--- src/rtl/muldiv_unit.sv ---
// Iterative MULT/MULTU/DIV/DIVU unit with HI/LO registers and MTHI/MTLO writes.
// Each operation runs 32 shift steps plus one sign-fix cycle: 33 cycles busy.
module muldiv_unit #(
  parameter int unsigned WIDTH = 32,
  parameter int unsigned CNT_W = 6
) (
  input  logic             clk,
  input  logic             rst,
  input  logic             start,
  input  logic [2:0]       op,
  input  logic [WIDTH-1:0] a,
  input  logic [WIDTH-1:0] b,
  output logic             busy,
  output logic             done,
  output logic [WIDTH-1:0] hi,
  output logic [WIDTH-1:0] lo
);

  typedef enum logic [1:0] {S_IDLE, S_RUN, S_FIX} state_t;

  state_t             r_state, w_next;
  logic [CNT_W-1:0]   r_cnt;
  logic [WIDTH-1:0]   r_a, r_b, r_a_orig, r_acc, r_q, r_hi, r_lo;
  logic               r_is_div, r_neg_q, r_neg_r, r_bzero, r_done;

  logic               w_accept, w_last, w_sa, w_sb, w_div_ok;
  logic [WIDTH-1:0]   w_abs_a, w_abs_b, w_quo, w_rem;
  logic [WIDTH:0]     w_mul_sum, w_div_sh;
  logic [WIDTH+1:0]   w_div_diff;
  logic [2*WIDTH-1:0] w_prod, w_prod_fix;

  assign w_accept = (r_state == S_IDLE) && start && !op[2];
  assign w_last   = (r_cnt == CNT_W'(WIDTH - 1));

  // op[0] marks the signed variants (MULT=1, DIV=3)
  assign w_sa    = op[0] & a[WIDTH-1];
  assign w_sb    = op[0] & b[WIDTH-1];
  assign w_abs_a = w_sa ? -a : a;
  assign w_abs_b = w_sb ? -b : b;

  // Multiply: {acc,q} is the product register, multiplier shifted out of q
  assign w_mul_sum = {1'b0, r_acc} + (r_q[0] ? {1'b0, r_a} : '0);

  // Restoring divide: remainder in acc, dividend shifts out of q as quotient shifts in
  assign w_div_sh   = {r_acc, r_q[WIDTH-1]};
  assign w_div_diff = {1'b0, w_div_sh} - {2'b00, r_b};
  assign w_div_ok   = ~w_div_diff[WIDTH+1];

  assign w_prod     = {r_acc, r_q};
  assign w_prod_fix = r_neg_q ? -w_prod : w_prod;
  assign w_quo      = r_neg_q ? -r_q : r_q;
  assign w_rem      = r_neg_r ? -r_acc : r_acc;

  always_comb begin
    w_next = r_state;
    case (r_state)
      S_IDLE:  if (w_accept) w_next = S_RUN;
      S_RUN:   if (w_last) w_next = S_FIX;
      S_FIX:   w_next = S_IDLE;
      default: w_next = S_IDLE;
    endcase
  end

  always_ff @(posedge clk or posedge rst) begin
    if (rst) r_state <= S_IDLE;
    else     r_state <= w_next;
  end

  always_ff @(posedge clk or posedge rst) begin
    if (rst) begin
      r_cnt    <= '0;
      r_a      <= '0;
      r_b      <= '0;
      r_a_orig <= '0;
      r_acc    <= '0;
      r_q      <= '0;
      r_hi     <= '0;
      r_lo     <= '0;
      r_is_div <= 1'b0;
      r_neg_q  <= 1'b0;
      r_neg_r  <= 1'b0;
      r_bzero  <= 1'b0;
      r_done   <= 1'b0;
    end else begin
      r_done <= 1'b0;
      case (r_state)
        S_IDLE: begin
          if (w_accept) begin
            r_a      <= w_abs_a;
            r_b      <= w_abs_b;
            r_a_orig <= a;
            r_is_div <= op[1];
            r_neg_q  <= w_sa ^ w_sb;
            r_neg_r  <= w_sa;
            r_bzero  <= (b == '0);
            r_cnt    <= '0;
            r_acc    <= '0;
            r_q      <= op[1] ? w_abs_a : w_abs_b;
          end else if (start && op == 3'd4) begin
            r_hi <= a;
          end else if (start && op == 3'd5) begin
            r_lo <= a;
          end
        end
        S_RUN: begin
          r_cnt <= r_cnt + CNT_W'(1);
          if (r_is_div) begin
            r_acc <= w_div_ok ? w_div_diff[WIDTH-1:0] : w_div_sh[WIDTH-1:0];
            r_q   <= {r_q[WIDTH-2:0], w_div_ok};
          end else begin
            {r_acc, r_q} <= {w_mul_sum, r_q[WIDTH-1:1]};
          end
        end
        S_FIX: begin
          r_done <= 1'b1;
          if (r_is_div) begin
            if (r_bzero) begin
              r_hi <= r_a_orig;
              r_lo <= '1;
            end else begin
              r_hi <= w_rem;
              r_lo <= w_quo;
            end
          end else begin
            {r_hi, r_lo} <= w_prod_fix;
          end
        end
        default: ;
      endcase
    end
  end

  assign busy = (r_state != S_IDLE);
  assign done = r_done;
  assign hi   = r_hi;
  assign lo   = r_lo;

endmodule

--- config.mk ---
export PLATFORM = sky130hd
export DESIGN_NAME = muldiv_unit
export DESIGN_NICKNAME = d
export VERILOG_FILES = /design/src/rtl/muldiv_unit.sv
export SDC_FILE = /design/constraint.sdc
export NUM_CORES = 1
export LEC_CHECK = 0
export BUFFER_PORTS_ARGS = -buffer_cell sky130_fd_sc_hd__buf_4
export CAP_MARGIN = 5
export CORE_MARGIN = 1
export CORE_UTILIZATION = 40
export CTS_BUF_LIST = sky130_fd_sc_hd__clkbuf_8
export CTS_CLUSTER_SIZE = 24
export DETAILED_ROUTE_END_ITERATION = 8
export PLACE_DENSITY_LB_ADDON = 0.2
export SLEW_MARGIN = 20
export SYNTH_ARGS = -nofsm -noshare
export SYNTH_HDL_FRONTEND = slang
export SYNTH_SLANG_ARGS = --single-unit
--- constraint.sdc ---
create_clock -name clk -period 15.38 [get_ports clk]
set_clock_uncertainty 0.15 [all_clocks]
set_input_delay 3.076 -clock clk [delete_from_list [all_inputs] [get_ports clk]]
set_output_delay 3.076 -clock clk [all_outputs]
set_load 0.01 [all_outputs]
==> insert_results.sql, run 1 <==
INSERT INTO impl_metrics (metric_group, metric, value, unit) VALUES
('setup_path', 'crit_path_end', 'r_q[26]', ''),
('drt', 'number_of_drc_markers_after_the_initial_detailed_route_iteration', '1791', ''),
('setup_path', 'worst_r2r_startpoint', 'r_q[0]', ''),
('clock_tree', 'clkLatencyLatePin', '640', 'ps'),
('run', 'max-cap-violations', '0', ''),
('power', 'power_density', '208', 'nW/um2'),
('setup_path', 'worstPathRequired', '15700', 'ps'),
('yosys', 'mappedNetlistNets', '2376', ''),
('cells_and_area', 'post_route_core_utilization', '46.1', '%'),
('setup_path', 'end_kind', 'flop', ''),
('clock_tree', 'clk_pin_slew_worst_paths', '60', 'ps'),
('cells_and_area', 'fraction_of_final_layout_cells_with_drive_strength_greater_than_1', '12.0', '%'),
('global_route', 'grt_overflow_total', '0', ''),
('sta', 'rsz0062_at_grt', 'false', ''),
('yosys', 'ys_top_cells_by_area', 'dfrtp_1 33%, nand2_1 7.4%, o21ai_0 6.9%', ''),
('floorplan', 'initial_core_util', '41.0', '%'),
('drt', 'wirelength', '70700', 'um'),
('cells_and_area', 'layout-area-overhead-vs-synth', '12.3', '%'),
('placed_design', 'gp_congestion', '0.944', ''),
('yosys', 'synthesis.instances', '2235', ''),
('global_route', 'first_global_vias', '16800', ''),
('outcome', 'run_status', 'completed', ''),
('floorplan', 'chipHeight', '213', 'um'),
('drt', 'route.detailed.drc', '0', ''),
('yosys', 'synth-seq-area-share', '33.1', '%'),
('cells_and_area', 'num-nets-final', '2415', ''),
('placed_design', 'dp_hpwl', '51900', 'um'),
('floorplan', 'num_rows', '76', ''),
('setup_path', 'regToRegEndpoint', 'r_acc[31]', ''),
('global_route', 'gr-usage-all-layers', '31.2', '%'),
('drt', 'route.detailed.vias_per_inst', '6.13', ''),
('setup_path', 'rrSetupSlack', '10660', 'ps'),
('cells_and_area', 'ff_latch_area', '5910', 'um2'),
('drt', 'detail-route-antenna-nets', '0', ''),
('sta', 'tightestPinTransition', '993', 'ps'),
('yosys', 'post-synth-top-area-fraction', '33.1', '%'),
('drt', 'router_iterations_before_antenna_repair', '6', ''),
('yosys', 'yosys_warnings', '0', ''),
('global_route', 'antenna_found_initial', '1', ''),
('sta', 'tns', '0', 'ps'),
('drt', 'num_vias', '17700', ''),
('global_route', 'grt_first_pass_wirelength', '105000', 'um'),
('setup_path', 'timing_worst_setup_path_type', 'in2reg', ''),
('clock_tree', 'cts_repair_resize_count', '0', ''),
('floorplan', 'floorplan.core_area', '43500', 'um2'),
('cells_and_area', 'final_cell_count_no_fill', '2889', ''),
('clock_tree', 'htree_depth', '2', ''),
('clock_tree', 'clock_tree.root_cell', 'clkbuf_8', ''),
('setup_path', 'setup.worst_path.start_class', 'input port', ''),
('hold_path', 'type_of_the_worst_min_delay_path', 'reg2reg', ''),
('yosys', 'async_flop_share', '100', '%'),
('clock_tree', 'tritoncts', 'done', ''),
('clock_tree', 'clk_sink_count', '236', ''),
('sta', 'final-max-slew-violation-count', '0', ''),
('sta', 'final.period_utilization', '36.3', '%'),
('yosys', 'syn_area_per_cell', '7.97', 'um2'),
('setup_path', 'rr_worst_depth', '13', ''),
('setup_path', 'worst-endpoint-arrival', '5910', 'ps'),
('hold_path', 'whs_path_depth', '2', ''),
('sta', 'relSlewSlack', '32.9', '%'),
('clock_tree', 'cts_made_buffers', '45', ''),
('clock_tree', 'post_cts_setup_buffer_count', '0', ''),
('floorplan', 'die_area', '45400', 'um2'),
('sta', 'timing.final.hold_violations', '0', ''),
('setup_path', 'path_max_fanout', '5', ''),
('cells_and_area', 'post-route-cell-area', '20000', 'um2'),
('yosys', 'synthFlopType', 'dfrtp_1', ''),
('sta', 'post-route-min-period', '5590', 'ps'),
('sta', 'fmax', '179', 'MHz'),
('sta', 'timing.final.setup_violations', '0', ''),
('power', 'worst_ir_drop_vdd', '0.103', 'mV');
## power breakdown
| part | internal (uW) | switching [uW] |
|---|---|---|
| Combinational | 981 | 1320 |
| Sequential | 860 | 369 |
| Clock | 335 | 298 |
## Yosys cell counts (all sizes together), types with 13 or more instances
cell type	n
o31ai	36
nand2	350
nor2	137
buf	15
xnor2	106
a221oi	14
nor3	38
nand2b	17
and3	18
mux2i	56
ha	69
o41ai	25
o21ai	249
o22ai	49
a211oi	44
clkbuf	152
dfrtp	236
or3	29
and2	38
or4	19
a21o	28
xor2	77
a31oi	21
nand3	37
a21oi	144
o211ai	17
o21a	13
inv	61
## worst min path at each step
| stage | start | endpoint | slack [ps] |
|---|---|---|---|
| 6_report | r_a[29] | r_a[29] | 320 |
| 5_1_grt | r_cnt[5] | r_cnt[5] | 340 |
| 4_1_cts | r_a_orig[22] | r_a_orig[22] | 320 |
| 3_5_place_dp | r_a_orig[22] | r_a_orig[22] | 310 |
| 3_3_place_gp | r_a_orig[29] | r_a_orig[29] | 310 |
| 2_1_floorplan | r_a[21] | r_a[21] | 290 |
## through the flow
step / setup WS (ps) / hold slack [ps]
after CTS: 9860 / 322
final: 9790 / 323
after global placement: 9240 / 308
after global routing: 9610 / 343
after detailed placement: 9210 / 308
after floorplan: 5680 / 287
## cell type report
cell class,instances,share of cell area (%)
Multi-Input combinational cell,1770,55.2
Tap cell,585,3.66
Antenna cell,3,0.0375
Sequential cell,236,29.5
Clock inverter,16,0.375
Clock buffer,58,3.99
Timing Repair Buffer,159,6.03
Inverter,62,1.20
## logic make-up (layout without fill, tap and decap cells)
group | count (synthesis) | in the layout | synth area share, %
other cells | 0 | 3 | 0
buf+inv | 229 | 295 | 4.99
flops | 236 | 236 | 33.1
compound gates | 715 | 715 | 25.0
fa+ha+maj | 71 | 71 | 5.07
simple gates | 735 | 735 | 19.0
xor+xnor | 183 | 183 | 9.00
mux | 66 | 66 | 3.78
## metal layers
layer | wire [um] | track usage [%] | up-vias
met5 | 0 | 0 | -
met4 | 2610 | 13.0 | 0
met3 | 5980 | 6.22 | 140
met2 | 31400 | 47.2 | 809
met1 | 30700 | 43.3 | 8669
li1 | - | - | 8096
## layout by cell type, fill, tap and decap left out, drive strengths merged, types with 12 or more instances in the layout
| master | count |
|---|---|
| nand2 | 350 |
| o21ai | 249 |
| dfrtp | 236 |
| buf | 159 |
| a21oi | 144 |
| nor2 | 137 |
| xnor2 | 106 |
| xor2 | 77 |
| ha | 69 |
| inv | 68 |
| clkbuf | 58 |
| mux2i | 56 |
| o22ai | 49 |
| a211oi | 44 |
| and2 | 38 |
| nor3 | 38 |
| nand3 | 37 |
| o31ai | 36 |
| or3 | 29 |
| a21o | 28 |
| o41ai | 25 |
| a31oi | 21 |
| or4 | 19 |
| and3 | 18 |
| o211ai | 17 |
| nand2b | 17 |
| a221oi | 14 |
| o21a | 13 |
| nor4 | 12 |
## critical path, cell delays in order
cell,delay [ps]
buf_4,120
or4_1,610
nor4b_1,690
and2_1,280
nand2_1,160
o41ai_1,420
xor2_1,280
mux2_2,200
o21ai_0,70
## registers in the layout, summed over array words and instances, names as in the netlist
signal and count:
r_a 32, r_neg_r 1, r_q 32, r_state 2, r_a_orig 31, r_bzero 1
r_b 32, hi 32, lo 32, r_is_div 1, done 1, r_neg_q 1
r_cnt 6, r_acc 32
Note: power is estimated with default switching activity, not from simulation.
==> inputs of run 2 (changes only) <==
--- a/config.mk
+++ b/config.mk
@@ -5,6 +5,7 @@
 export SDC_FILE = /design/constraint.sdc
 export NUM_CORES = 1
 export LEC_CHECK = 0
+export ABC_AREA = 1
 export BUFFER_PORTS_ARGS = -buffer_cell sky130_fd_sc_hd__buf_4
 export CAP_MARGIN = 5
 export CORE_MARGIN = 1
==> constraint.sdc (replaced) <==
create_clock -name clk -period 5.84 [get_ports clk]
set_clock_uncertainty 0.15 [all_clocks]
set_input_delay 1.168 -clock clk [delete_from_list [all_inputs] [get_ports clk]]
set_output_delay 1.168 -clock clk [all_outputs]
set_load 0.01 [all_outputs]
==> insert_results.sql, run 2 <==
INSERT INTO impl_metrics (metric_group, metric, value, unit) VALUES
('drt', 'route.detailed.drc', '0', ''),
('power', 'seq_power_share', '23.4', '%'),
('cells_and_area', 'post_route_core_utilization', '45.7', '%'),
('cells_and_area', 'num-nets-final', '3711', ''),
('sta', 'fmax', '285', 'MHz'),
('floorplan', 'die-width', '231', 'um'),
('clock_tree', 'post_cts_setup_buffer_count', '0', ''),
('floorplan', 'die_area', '53500', 'um2'),
('cells_and_area', 'multi_input_area', '13000', 'um2'),
('cells_and_area', 'ff_latch_area', '5910', 'um2'),
('clock_tree', 'htree_depth', '2', ''),
('yosys', 'ys_top_cells_by_area', 'dfrtp_1 28%, nand2_1 18%, nor2_1 9.8%', ''),
('clock_tree', 'tritoncts', 'done', ''),
('cells_and_area', 'fill_cells', '5623', ''),
('power', 'power_density', '649', 'nW/um2'),
('yosys', 'most_common_cell_in_the_netlist', 'nand2_1', ''),
('sta', 'tns', '0', 'ps'),
('power', 'leakage', '0.0118', 'uW'),
('setup_path', 'timing.critical_path.cells', 'buf_4 -> nand2_1 -> inv_1 -> ha_1 -> inv_1 -> fa_1 -> o21ai_1 -> nand2_1 -> nand2_1 -> nand2_1 -> nand2_1 -> nand2_1 -> nand3_1 -> nand3_1 -> nand3_2 -> nand2_1', ''),
('global_route', 'antenna_found_initial', '1', ''),
('yosys', 'mappedNetlistNets', '3637', ''),
('global_route', 'first_global_vias', '22200', ''),
('setup_path', 'path_common_cell', 'nand2_1', ''),
('global_route', 'grt_start_max_net_pins', '107', ''),
('power', 'worst_ir_drop_vdd', '0.485', 'mV'),
('cells_and_area', 'leading_cell_types_in_the_layout_fill_and_taps_excluded', '1029 x nand2_1, 547 x nor2_1, 395 x inv_1', ''),
('sta', 'tightestPinTransition', '1060', 'ps'),
('placed_design', 'standard_cell_area_after_detailed_placement', '22500', 'um2'),
('sta', 'relSlewSlack', '29.5', '%'),
('outcome', 'run_status', 'completed', ''),
('clock_tree', 'clk_sink_count', '236', ''),
('yosys', 'post-synth-top-area-fraction', '28.1', '%'),
('drt', 'detail-route-antenna-nets', '0', ''),
('sta', 'final.period_utilization', '60.0', '%'),
('clock_tree', 'clk_pin_slew_worst_paths', '70', 'ps'),
('drt', 'wirelength', '92700', 'um'),
('yosys', 'synth-seq-area-share', '28.1', '%'),
('yosys', 'synthDistinctLibCells', '58', ''),
('power', 'pwr-share-clk', '13.0', '%'),
('placed_design', 'place.port_buffers', '135', ''),
('hold_path', 'type_of_the_worst_min_delay_path', 'reg2reg', ''),
('yosys', 'synthFlopType', 'dfrtp_1', ''),
('cells_and_area', 'layout-area-overhead-vs-synth', '12.2', '%'),
('setup_path', 'timing_worst_setup_path_type', 'reg2reg', ''),
('setup_path', 'critical-path-slowest-cell', 'dfrtp_1', ''),
('clock_tree', 'cts_made_buffers', '47', ''),
('drt', 'routedWlPerCell', '21.6', 'um'),
('floorplan', 'initial_core_util', '40.7', '%'),
('cells_and_area', 'fraction_of_final_layout_cells_with_drive_strength_greater_than_1', '8.82', '%'),
('yosys', 'netlist_area', '21000', 'um2'),
('drt', 'num_vias', '23900', ''),
('floorplan', 'design.portCount', '136', ''),
('drt', 'number_of_drc_markers_after_the_initial_detailed_route_iteration', '2471', ''),
('clock_tree', 'max-clock-path-buffers', '3', ''),
('clock_tree', 'holdBufCountCts', '0', ''),
('yosys', 'synthesis.instances', '3496', ''),
('cells_and_area', 'layout.cells.most_common', 'nand2_1', ''),
('yosys', 'yosys_warnings', '0', ''),
('sta', 'final-max-slew-violation-count', '0', ''),
('global_route', 'grt_overflow_total', '0', ''),
('sta', 'timing.final.setup_violations', '0', ''),
('clock_tree', 'clock_tree.root_cell', 'clkbuf_8', ''),
('placed_design', 'dp_hpwl', '73900', 'um'),
('cells_and_area', 'post-route-cell-area', '23600', 'um2'),
('power', 'internal_power', '6820', 'uW'),
('sta', 'rsz0062_at_grt', 'false', ''),
('setup_path', 'setup.worst_path.start_class', 'flop', ''),
('setup_path', 'critPathMaxStageDelay', '640', 'ps'),
('sta', 'timing.final.hold_violations', '0', ''),
('drt', 'route.detailed.vias_per_inst', '5.58', ''),
('run', 'max-cap-violations', '0', ''),
('setup_path', 'path_max_fanout', '26', ''),
('yosys', 'synth_edf_count', '0', ''),
('floorplan', 'chipHeight', '231', 'um'),
('yosys', 'synth.ff_latch_count', '236', ''),
('power', 'p_sw', '8500', 'uW'),
('sta', 'post-route-min-period', '3510', 'ps'),
('yosys', 'yosysTopAreaCell', 'dfrtp_1', ''),
('power', 'netSwitchingFraction', '55.5', '%'),
('clock_tree', 'clkLatencyLatePin', '670', 'ps'),
('floorplan', 'floorplan.core_area', '51600', 'um2'),
('drt', 'router_iterations_before_antenna_repair', '8', ''),
('yosys', 'async_flop_share', '100', '%'),
('global_route', 'grt_first_pass_wirelength', '138000', 'um'),
('yosys', 'synth_commonest_cells', '1029 x nand2_1, 550 x nor2_1, 392 x inv_1, 266 x o21ai_0, 264 x nand3_1', ''),
('clock_tree', 'cts_repair_resize_count', '0', ''),
('yosys', 'syn_area_per_cell', '6.01', 'um2'),
('setup_path', 'worstPathRequired', '6230', 'ps'),
('setup_path', 'worst-endpoint-arrival', '3890', 'ps'),
('floorplan', 'num_rows', '83', ''),
('power', 'power_frac_comb', '63.6', '%'),
('global_route', 'gr-usage-all-layers', '34.5', '%'),
('placed_design', 'gp_congestion', '1.05', ''),
('setup_path', 'end_kind', 'flop', '');
-- run 2: final timing paths --
path | start | end | slack (ps) | depth (start not counted)
worst max register to register | r_q[0] | r_acc[27] | 2330 | 16
max in group asynchronous | rst | r_is_div | 3760 | 3
min in group asynchronous | rst | r_acc[26] | 500 | 2
worst max-delay path | r_q[0] | r_acc[27] | 2330 | 16
worst min register to register | r_cnt[5] | r_state[1] | 300 | 1
worst min-delay path | r_cnt[5] | r_state[1] | 300 | 1
-- run 2: power groups by stage --
stage / logic (uW) / registers (uW) / clock network [uW]
2_1_floorplan: 6770 / 3100 / 0
3_3_place_gp: 9530 / 3570 / 0
3_5_place_dp: 9540 / 3560 / 0
4_1_cts: 9590 / 3550 / 2010
5_1_grt: 10900 / 3640 / 2070
6_report: 9750 / 3580 / 1990
-- run 2: layout make-up --
cell class	instances	area share, %
inverters	405	6.49
flip-flops and latches	236	25.0
clock buffers	62	3.62
multi-input cells	2725	55.2
clock inverters	24	1.04
diodes	1	0.0106
well taps	680	3.61
repair buffers	155	4.99
-- run 2: logic make-up after synthesis --
family | count (synthesis) | share of synthesized area [%]
AO/OA/AOI/OAI | 585 | 14.9
flip-flops | 236 | 28.1
AND/OR/NAND/NOR | 2003 | 39.9
XOR/XNOR | 66 | 2.75
adder cells (fa/ha/maj) | 71 | 4.30
buffers and inverters | 535 | 10.0
-- run 2: layer usage --
metal	track usage, %	part of all wire, %	routed length (um)
met2	52.3	43	39900
met3	5.00	8.5	7900
met5	0	0.0086	8
met1	47.7	43	39900
met4	17.5	5.4	4990
-- run 2: stage by stage --
step	hold WS, ps	std cells	power [uW]	setup WS (ps)
2_1_floorplan	279	3496	9870	1430
3_3_place_gp	294	4201	13100	2050
3_5_place_dp	296	4201	13100	2000
4_1_cts	307	4287	15100	2380
5_1_grt	312	4287	16600	2020
6_report	304	4288	15300	2330
-- run 2: critical path: cells and delay by family (launching register included) --
family | cells | cell delay (ps)
and+or+nand+nor | 10 | 1110
buffers and inverters | 3 | 500
AOI/OAI and AO/OA | 1 | 390
DFF | 1 | 640
adders and majority gates | 2 | 580
